[src/rtl/mem_rd_engine.sv]
// mem_rd_engine: bulk cache-line read engine for the CCI-P channel 0 path.
// Issues 64-byte RDLINE_I reads starting at a line-aligned base address.
// Keeps up to MAX_OUTSTANDING requests in flight. Out-of-order responses
// are parked in a reorder buffer (ROB) indexed by the request tag, and lines
// are released on a valid/ready stream strictly in address order.
//
// Optional feature: define MEM_RD_PERF_EN to build the almost-full stall
// counter on perf_stall_cnt. When the macro is undefined the port is tied to
// zero and no counter logic exists.
module mem_rd_engine #(
    parameter int MAX_OUTSTANDING = 8,
    parameter int CNT_W           = 16
) (
    input  logic              clk,
    input  logic              rst_n,
    input  logic              start,
    input  logic [41:0]       base_addr,
    input  logic [CNT_W-1:0]  line_count,
    output logic              busy,
    output logic              done,
    output logic              c0_req_valid,
    output logic [41:0]       c0_req_addr,
    output logic [15:0]       c0_req_mdata,
    input  logic              c0_almfull,
    input  logic              c0_rsp_valid,
    input  logic [15:0]       c0_rsp_mdata,
    input  logic [511:0]      c0_rsp_data,
    output logic              line_valid,
    output logic [511:0]      line_data,
    input  logic              line_ready,
    output logic              err,
    output logic [31:0]       perf_stall_cnt
);

    localparam int PW = $clog2(MAX_OUTSTANDING);
    localparam logic [PW-1:0]    PTR_ONE = 1;
    localparam logic [CNT_W-1:0] CNT_ONE = 1;

    typedef enum logic [1:0] {
        IDLE,
        ISSUE,
        DRAIN,
        DONE
    } state_t;

    state_t                     state;

    // Transfer descriptor captured at start
    logic [41:0]                base_q;
    logic [CNT_W-1:0]           count_q;

    // Progress counters and ROB pointers
    logic [CNT_W-1:0]           issue_cnt;
    logic [CNT_W-1:0]           retire_cnt;
    logic [PW-1:0]              issue_ptr;
    logic [PW-1:0]              retire_ptr;

    // Per-slot bookkeeping: pending = request issued and slot not yet
    // retired, full = response data has landed in the slot
    logic [MAX_OUTSTANDING-1:0] pending;
    logic [MAX_OUTSTANDING-1:0] full;
    logic [511:0]               rob_mem [MAX_OUTSTANDING];

    // Output register
    logic                       out_valid;
    logic [511:0]               out_data;

    // Per-cycle decisions
    logic                       engine_active;
    logic                       issue_go;
    logic                       retire_go;
    logic                       out_fire;
    logic [PW-1:0]              rsp_idx;
    logic                       rsp_accept;
    logic                       rsp_stray;

    // Only the slot-index bits of the returned tag are meaningful
    logic                       unused_rsp_mdata_hi;
    assign unused_rsp_mdata_hi = ^c0_rsp_mdata[15:PW];

    // Decode this cycle's issue, retire and response actions from the registered state
    always_comb begin
        engine_active = (state == ISSUE) || (state == DRAIN);
        issue_go      = (state == ISSUE) && (issue_cnt < count_q) &&
                        !c0_almfull && !pending[issue_ptr];
        out_fire      = out_valid && line_ready;
        retire_go     = engine_active && full[retire_ptr] &&
                        (!out_valid || line_ready);
        rsp_idx       = c0_rsp_mdata[PW-1:0];
        rsp_accept    = c0_rsp_valid && engine_active && pending[rsp_idx];
        rsp_stray     = c0_rsp_valid && engine_active && !pending[rsp_idx];
    end

    // The request is presented in the same cycle almost-full is sampled so
    // that no request ever coincides with c0_almfull=1
    assign c0_req_valid = issue_go;
    assign c0_req_addr  = base_q + 42'(issue_cnt);
    assign c0_req_mdata = 16'(issue_ptr);
    assign line_valid   = out_valid;
    assign line_data    = out_data;

    // ROB data store: response lines land in the slot named by their tag
    always_ff @(posedge clk) begin
        if (rsp_accept) begin
            rob_mem[rsp_idx] <= c0_rsp_data;
        end
    end

    // Main control: state machine, slot bookkeeping, output register and flags
    always_ff @(posedge clk or negedge rst_n) begin
        if (!rst_n) begin
            state      <= IDLE;
            base_q     <= '0;
            count_q    <= '0;
            issue_cnt  <= '0;
            retire_cnt <= '0;
            issue_ptr  <= '0;
            retire_ptr <= '0;
            pending    <= '0;
            full       <= '0;
            out_valid  <= 1'b0;
            out_data   <= '0;
            busy       <= 1'b0;
            done       <= 1'b0;
            err        <= 1'b0;
        end else begin
            done <= 1'b0;

            if (rsp_stray) begin
                err <= 1'b1;
            end

            if (rsp_accept) begin
                full[rsp_idx] <= 1'b1;
            end

            if (issue_go) begin
                pending[issue_ptr] <= 1'b1;
                issue_ptr          <= issue_ptr + PTR_ONE;
                issue_cnt          <= issue_cnt + CNT_ONE;
            end

            if (retire_go) begin
                pending[retire_ptr] <= 1'b0;
                full[retire_ptr]    <= 1'b0;
                retire_ptr          <= retire_ptr + PTR_ONE;
                retire_cnt          <= retire_cnt + CNT_ONE;
                out_valid           <= 1'b1;
                out_data            <= rob_mem[retire_ptr];
            end else if (out_fire) begin
                out_valid <= 1'b0;
            end

            case (state)
                IDLE: begin
                    if (start) begin
                        base_q     <= base_addr;
                        count_q    <= line_count;
                        issue_cnt  <= '0;
                        retire_cnt <= '0;
                        issue_ptr  <= '0;
                        retire_ptr <= '0;
                        pending    <= '0;
                        full       <= '0;
                        busy       <= 1'b1;
                        if (line_count == '0) begin
                            state <= DONE;
                            done  <= 1'b1;
                        end else begin
                            state <= ISSUE;
                        end
                    end
                end
                ISSUE: begin
                    if (issue_go && ((issue_cnt + CNT_ONE) == count_q)) begin
                        state <= DRAIN;
                    end
                end
                DRAIN: begin
                    if (out_fire && (retire_cnt == count_q)) begin
                        state <= DONE;
                        done  <= 1'b1;
                    end
                end
                DONE: begin
                    state <= IDLE;
                    busy  <= 1'b0;
                end
                default: begin
                    state <= IDLE;
                end
            endcase
        end
    end

`ifdef MEM_RD_PERF_EN
    logic [31:0] perf_q;

    // Count ISSUE cycles where a request is wanted but almost-full holds it back
    always_ff @(posedge clk or negedge rst_n) begin
        if (!rst_n) begin
            perf_q <= '0;
        end else if ((state == IDLE) && start) begin
            perf_q <= '0;
        end else if ((state == ISSUE) && (issue_cnt < count_q) &&
                     c0_almfull && (perf_q != '1)) begin
            perf_q <= perf_q + 32'd1;
        end
    end

    assign perf_stall_cnt = perf_q;
`else
    assign perf_stall_cnt = '0;
`endif

endmodule

[config.mk]
export PLATFORM = sky130hd
export DESIGN_NAME = mem_rd_engine
export DESIGN_NICKNAME = d
export VERILOG_FILES = /design/src/rtl/mem_rd_engine.sv
export SDC_FILE = /design/constraint.sdc
export NUM_CORES = 2
export LEC_CHECK = 0
export ABC_AREA = 0
export CAP_MARGIN = 20
export CORE_AREA = 2 2 573 575
export CTS_CLUSTER_DIAMETER = 40
export DETAILED_ROUTE_END_ITERATION = 12
export DIE_AREA = 0 0 575 577
export GPL_ROUTABILITY_DRIVEN = 0
export GPL_TIMING_DRIVEN = 0
export PLACE_DENSITY = 0.87
export SYNTH_ARGS = -nofsm -noshare
export SYNTH_HDL_FRONTEND = slang
export SYNTH_SLANG_ARGS = --single-unit
export TNS_END_PERCENT = 30
[constraint.sdc]
create_clock -name clk -period 52.7 [get_ports clk]
set_clock_uncertainty 0.2 [all_clocks]
set_input_delay 5.27 -clock clk [delete_from_list [all_inputs] [get_ports clk]]
set_output_delay 5.27 -clock clk [all_outputs]
set_load 0.01 [all_outputs]
## After elaboration in Yosys (flattened, before gate mapping)

Memories as Yosys holds them, arrays and structs flattened. A register that Yosys moved wholly into a read port is not among the register bits.
Index checks and enable logic that the tools add are counted.

| word-level totals | value |
|---|---|
| register bits after elaboration | 118 |
| memory bits (writable) | 4096 |
| output and inout bits | 607 |
| memories kept | 1 |

| cells by class | value |
|---|---|
| $add $sub $neg | 5 |
| $lt $le $gt $ge | 7 |
| eq/ne operators | 8 |
| muxes and demuxes | 47 |
| bitwise gates (word level) | 5 |
| reductions and logical operators | 28 |

Memory list:

| memory | depth | width | read ports | clocked after memory_dff | write ports | line | text |
|---|---|---|---|---|---|---|---|
| rob_mem | 8 | 512 | 1 | 1 | 1 | 62 | `logic [511:0] rob_mem [MAX_OUTSTANDING];` |

Operator list:

| kind | number |
|---|---|
| 16-bit 2-to-1 mux | 6 |
| 8-bit 2-to-1 mux | 8 |
| 42-bit by 16-bit adder with 42-bit output | 1 |
| 16-bit by 1-bit adder with 16-bit output, second input constant | 2 |
| 16-bit equality test | 2 |
| 3-bit 2-to-1 mux | 6 |
| 8-bit bitwise AND | 2 |
| 16-bit zero test | 1 |
| 16-bit less-than comparator | 1 |
| 8-bit bitwise OR | 2 |
| 1-bit logical AND | 14 |
| 1-bit 2-to-1 mux | 14 |
| 3-bit by 4-bit less-than comparator with 1-bit output, second input constant | 3 |
| 1-bit binary-select mux with 3-bit select | 3 |
| 1-bit demux with 3-bit select | 3 |
| 3-bit by 1-bit >= comparator with 1-bit output, second input constant | 3 |
| 2-bit 2-to-1 mux | 4 |
| 8-bit NOT | 1 |
| 2-bit one-hot mux with 4 select lines | 1 |
| 3-bit by 1-bit adder with 3-bit output, second input constant | 2 |
| 1-bit zero test | 5 |
| 2-bit equality test, second input constant | 2 |
| 2-bit by 1-bit != test with 1-bit output, second input constant | 2 |
| 1-bit one-hot mux with 2 select lines | 2 |
| other kinds (7) | 10 |

## Depth between registers and ports, before layout

| logic depth | value |
|---|---|
| depth in word-level cells | 10 |
| depth in mapped cells | 11 |

## Least setup slack after synthesis

No wires, ideal clock.

| path | value |
|---|---|
| path type | input -> register |
| start | in c0_rsp_mdata[0] |
| end | mem rob_mem[0][0], enable pin |
| data arrival time | 40.556 ns |
| setup slack | 9.919 ns |
| stages on the path | 5 |
| path buffers | 0 |
| path through | nand2b_1 o22ai_1 a2111oi_0 or3_1 nor3_1 |

| between the ends | value |
|---|---|
| cells in the longest elaborated chain, start to end | 5 |

RTL lines:

| item | line | text |
|---|---|---|
| start: declaration | 26 | `input logic [15:0] c0_rsp_mdata,` |
| 1-bit binary-select mux with 3-bit select | 90 | `rsp_accept = c0_rsp_valid && engine_active && pending[rsp_idx];` |
| 1-bit 2-to-1 mux (not written as such) | 90 |  |
| 1-bit logical AND | 90 |  |
| 1-bit 2-to-1 mux | 104 | `if (rsp_accept) begin` |
| 1-bit 2-to-1 mux (not written as such) | 105 | `rob_mem[rsp_idx] <= c0_rsp_data;` |
| end: declaration | 62 |  |

Several ways; a longest one is shown, not always the timed one. The select of a mux whose other input is x is not followed.

## Final worst setup path

| path | value |
|---|---|
| start | in c0_almfull |
| end | out c0_req_valid |

| between the ends | value |
|---|---|
| cells in the longest elaborated chain, start to end | 3 |

RTL lines:

| item | line | text |
|---|---|---|
| start: declaration | 24 | `input logic c0_almfull,` |
| 1-bit zero test | 85 | `!c0_almfull && !pending[issue_ptr];` |
| 1-bit logical AND | 84 | `issue_go = (state == ISSUE) && (issue_cnt < count_q) &&` |
| 1-bit logical AND | 85 |  |
| end: declaration | 21 | `output logic c0_req_valid,` |

Every way passes these cells.

==> results.py <==
metrics = {
    "route": {
        "dr_wl_met2_mm": 277,
        "route.detailed.drc": 0,
        "ant_nets": 0,
        "wire_per_inst_um": 38.2,
        "routed_via_density": 6.79,
        "dr.pass1.iters": 9,
        "drt-initial-drc-count": 17400,
        "drt-met1-wl_mm": 178,
        "drt-total-wl_mm": 592,
        "dr_wl_met3_mm": 81.9,
        "num_vias": 105000,
        "highest_layer": "met5",
    },
    "setup_path": {
        "r2r-end": "rob_mem[4][91]$_DFFE_PP_",
        "r2r_cells": 21,
        "cp-start-kind": "primary input",
        "r2r-start": "state[1]$_DFFE_PN0P_",
        "end_kind": "output port",
        "worstSetupPathType": "in2out",
        "cp.required_ps": 47230,
        "arrival_ps": 7630,
        "worst-path-max-fanout": 10,
        "ff2ff_setup_slack_ps": 47380,
    },
    "clocking": {
        "cts_tree": "yes",
        "holdBufCountCts": 0,
        "htree_num_levels": 6,
        "cts_buffer_depth": 4,
        "cts-resized-gates": 0,
        "cts_buffers": 521,
        "clk_pin_slew_worst_paths_ps": 50,
        "cts_sinks": 4726,
        "cts_root_buf": "clkbuf_16",
        "clk-insertion-delay-late_ps": 1020,
        "post_cts_buffers": 0,
    },
    "global_routing": {
        "grt_pass1_vias": 104000,
        "grt_use_total_pct": 34.0,
        "grt-ovfl-total": 0,
        "grt_max_degree": 112,
        "grt_pass1_wl_mm": 795,
        "antenna_found_initial": 230,
    },
    "synth": {
        "synth_most_common_cell": "edfxtp_1",
        "synth-seq-cells": 4726,
        "syn_area_per_cell_um2": 20.9,
        "synthCells": 8509,
        "synth.distinct_cells": 61,
        "synth_edf_count": 4096,
        "synth_ff_type": "edfxtp_1",
        "synth_top_area_share_pct": 69.0,
        "ys_async_sr_fraction_pct": 13.3,
        "syn_area_um2": 178000,
        "ys_seq_area_share_pct": 77.9,
        "yosys_warnings": 0,
        "synth_common_cells": "edfxtp_1 (4,096), mux4_2 (1,025), dfrtp_1 (630)",
        "synth.top_cells.by_area": "edfxtp_1 (69%), mux4_2 (13%), dfrtp_1 (8.8%)",
        "synth_area_leader_cell": "edfxtp_1",
    },
    "run": {
        "drv_cap": 0,
    },
    "placed_design": {
        "port-buffer-count": 1140,
        "dp_cells": 14300,
        "dp_hpwl_mm": 342,
    },
    "timing": {
        "max_freq_mhz": 76.3,
        "slew_headroom_pct": 16.6,
        "worstMarginPinSlew_ps": 1250,
        "min_period_ps": 13100,
        "grt_setup_unrepaired": "false",
        "finalCritPeriodShare_pct": 24.9,
        "fin_tns_setup_ps": 0,
        "finalHoldViolCount": 0,
        "slew_viol_final": 0,
        "setup_viol": 0,
        "hold-worst-slack_ps": 284,
    },
    "pwr": {
        "p_total_w": 0.0119,
        "peakVddDrop_v": 0.0000487,
        "leakage_nw": 73.8,
        "power_density_nw_per_um2": 54.4,
    },
    "die": {
        "design.core.area_um2": 326000,
        "start_util_pct": 54.7,
        "rows": 210,
        "dieArea_um2": 332000,
        "ios": 1199,
        "die_w_um": 575,
        "die_h_um": 577,
    },
    "worst_hold_path": {
        "hold_path.class": "reg2reg",
        "min_to": "base_q[12]$_DFFE_PN0P_",
        "worstHoldPathCells": 2,
        "hold_start": "base_q[12]$_DFFE_PN0P_",
    },
    "outcome": {
        "status": "finished, final reports clean",
    },
    "layout": {
        "nNetsFinal": 11200,
        "synthToLayoutAreaGrowth_pct": 22.7,
        "instances_no_fill": 15500,
        "final_util_pct": 67.1,
        "layout-drive-gt1-share_pct": 22.1,
    },
}
==> layout make-up <==
cell class / count / area, µm²
diodes: 191 / 478
plain buffers: 490 / 2270
clock buffers: 664 / 14100
clock inverters: 300 / 3540
fillers: 18600 / 107000
inverters: 32 / 120
multi-input cells: 3305 / 37300
flip-flops and latches: 4726 / 139000
well taps: 4346 / 5440
repair buffers: 1456 / 16600
==> state kept, by name, summed over array words and instances, names as in the netlist, 3 cells and up <==
name        count
pending         8
retire_ptr      3
rob_mem      4096
retire_cnt     16
count_q        16
issue_cnt      16
issue_ptr       3
base_q         42
full            8
line_data     512
==> worst max-delay path: stages <==
cell,delay [ps]
clkdlybuf4s50_1,410
nor2_1,140
o311ai_0,150
a211oi_1,300
o211ai_1,210
nor2_1,160
buf_2,310
clkdlybuf4s50_1,690
==> placed cells by master, fill, tap and decap left out, types with 73 or more instances in the layout <==
cell type,instances
a21oi_1,542
buf_12,132
buf_2,182
buf_6,121
clkbuf_1,303
clkbuf_16,526
clkdlybuf4s50_1,1139
clkinv_2,73
dfrtp_1,630
diode_2,191
edfxtp_1,4096
mux2i_1,522
mux4_2,1025
nand2_1,186
nor2_1,573
xnor2_1,75
==> metrics by stage <==
step | worst slack, ps | cell area [µm²]
detailed placement | 39630 | 200000
CTS | 39630 | 218000
global route | 39390 | 218000
finish | 39600 | 219000
floorplan | 9920 | 178000
global placement | -27960 | 195000
==> report_power, final <==
group	leakage, nW	switching, W	total (W)	internal [W]
clock network	8.51	0.00166	0.00376	0.00210
registers	43.8	0.000177	0.00447	0.00429
logic	21.5	0.00218	0.00366	0.00148
==> metal layers <==
metal	vias to the layer above	GRT usage, %
met5	-	0.416
met4	126	24.4
met3	2728	11.2
met2	10900	53.3
met1	52900	39.6
li1	38700	-
==> kinds of logic (layout without fill, tap and decap cells) <==
family | after synthesis | in the layout | synth area share, %
multiplexers | 1550 | 1550 | 15.9
adder cells (fa/ha/maj) | 41 | 41 | 0.292
AO/OA/AOI/OAI | 652 | 652 | 1.95
flip-flops | 4726 | 4726 | 77.9
buffers and inverters | 522 | 2942 | 1.33
XOR/XNOR | 105 | 105 | 0.516
other | 1 | 236 | 0.00210
AND/OR/NAND/NOR | 912 | 912 | 2.14
==> worst max-delay path by stage <==
stage	from	end	slack [ps]	cells after the start
floorplan	c0_rsp_mdata[0]	rob_mem[0][0]$_DFFE_PP_	9920	5
global placement	c0_rsp_mdata[0]	rob_mem[4][98]$_DFFE_PP_	-27960	7
detailed placement	c0_almfull	c0_req_valid	39630	8
CTS	c0_almfull	c0_req_valid	39630	8
finish	c0_almfull	c0_req_valid	39600	8
global route	c0_almfull	c0_req_valid	39390	8
No activity file was read; power rests on OpenSTA's default activity.
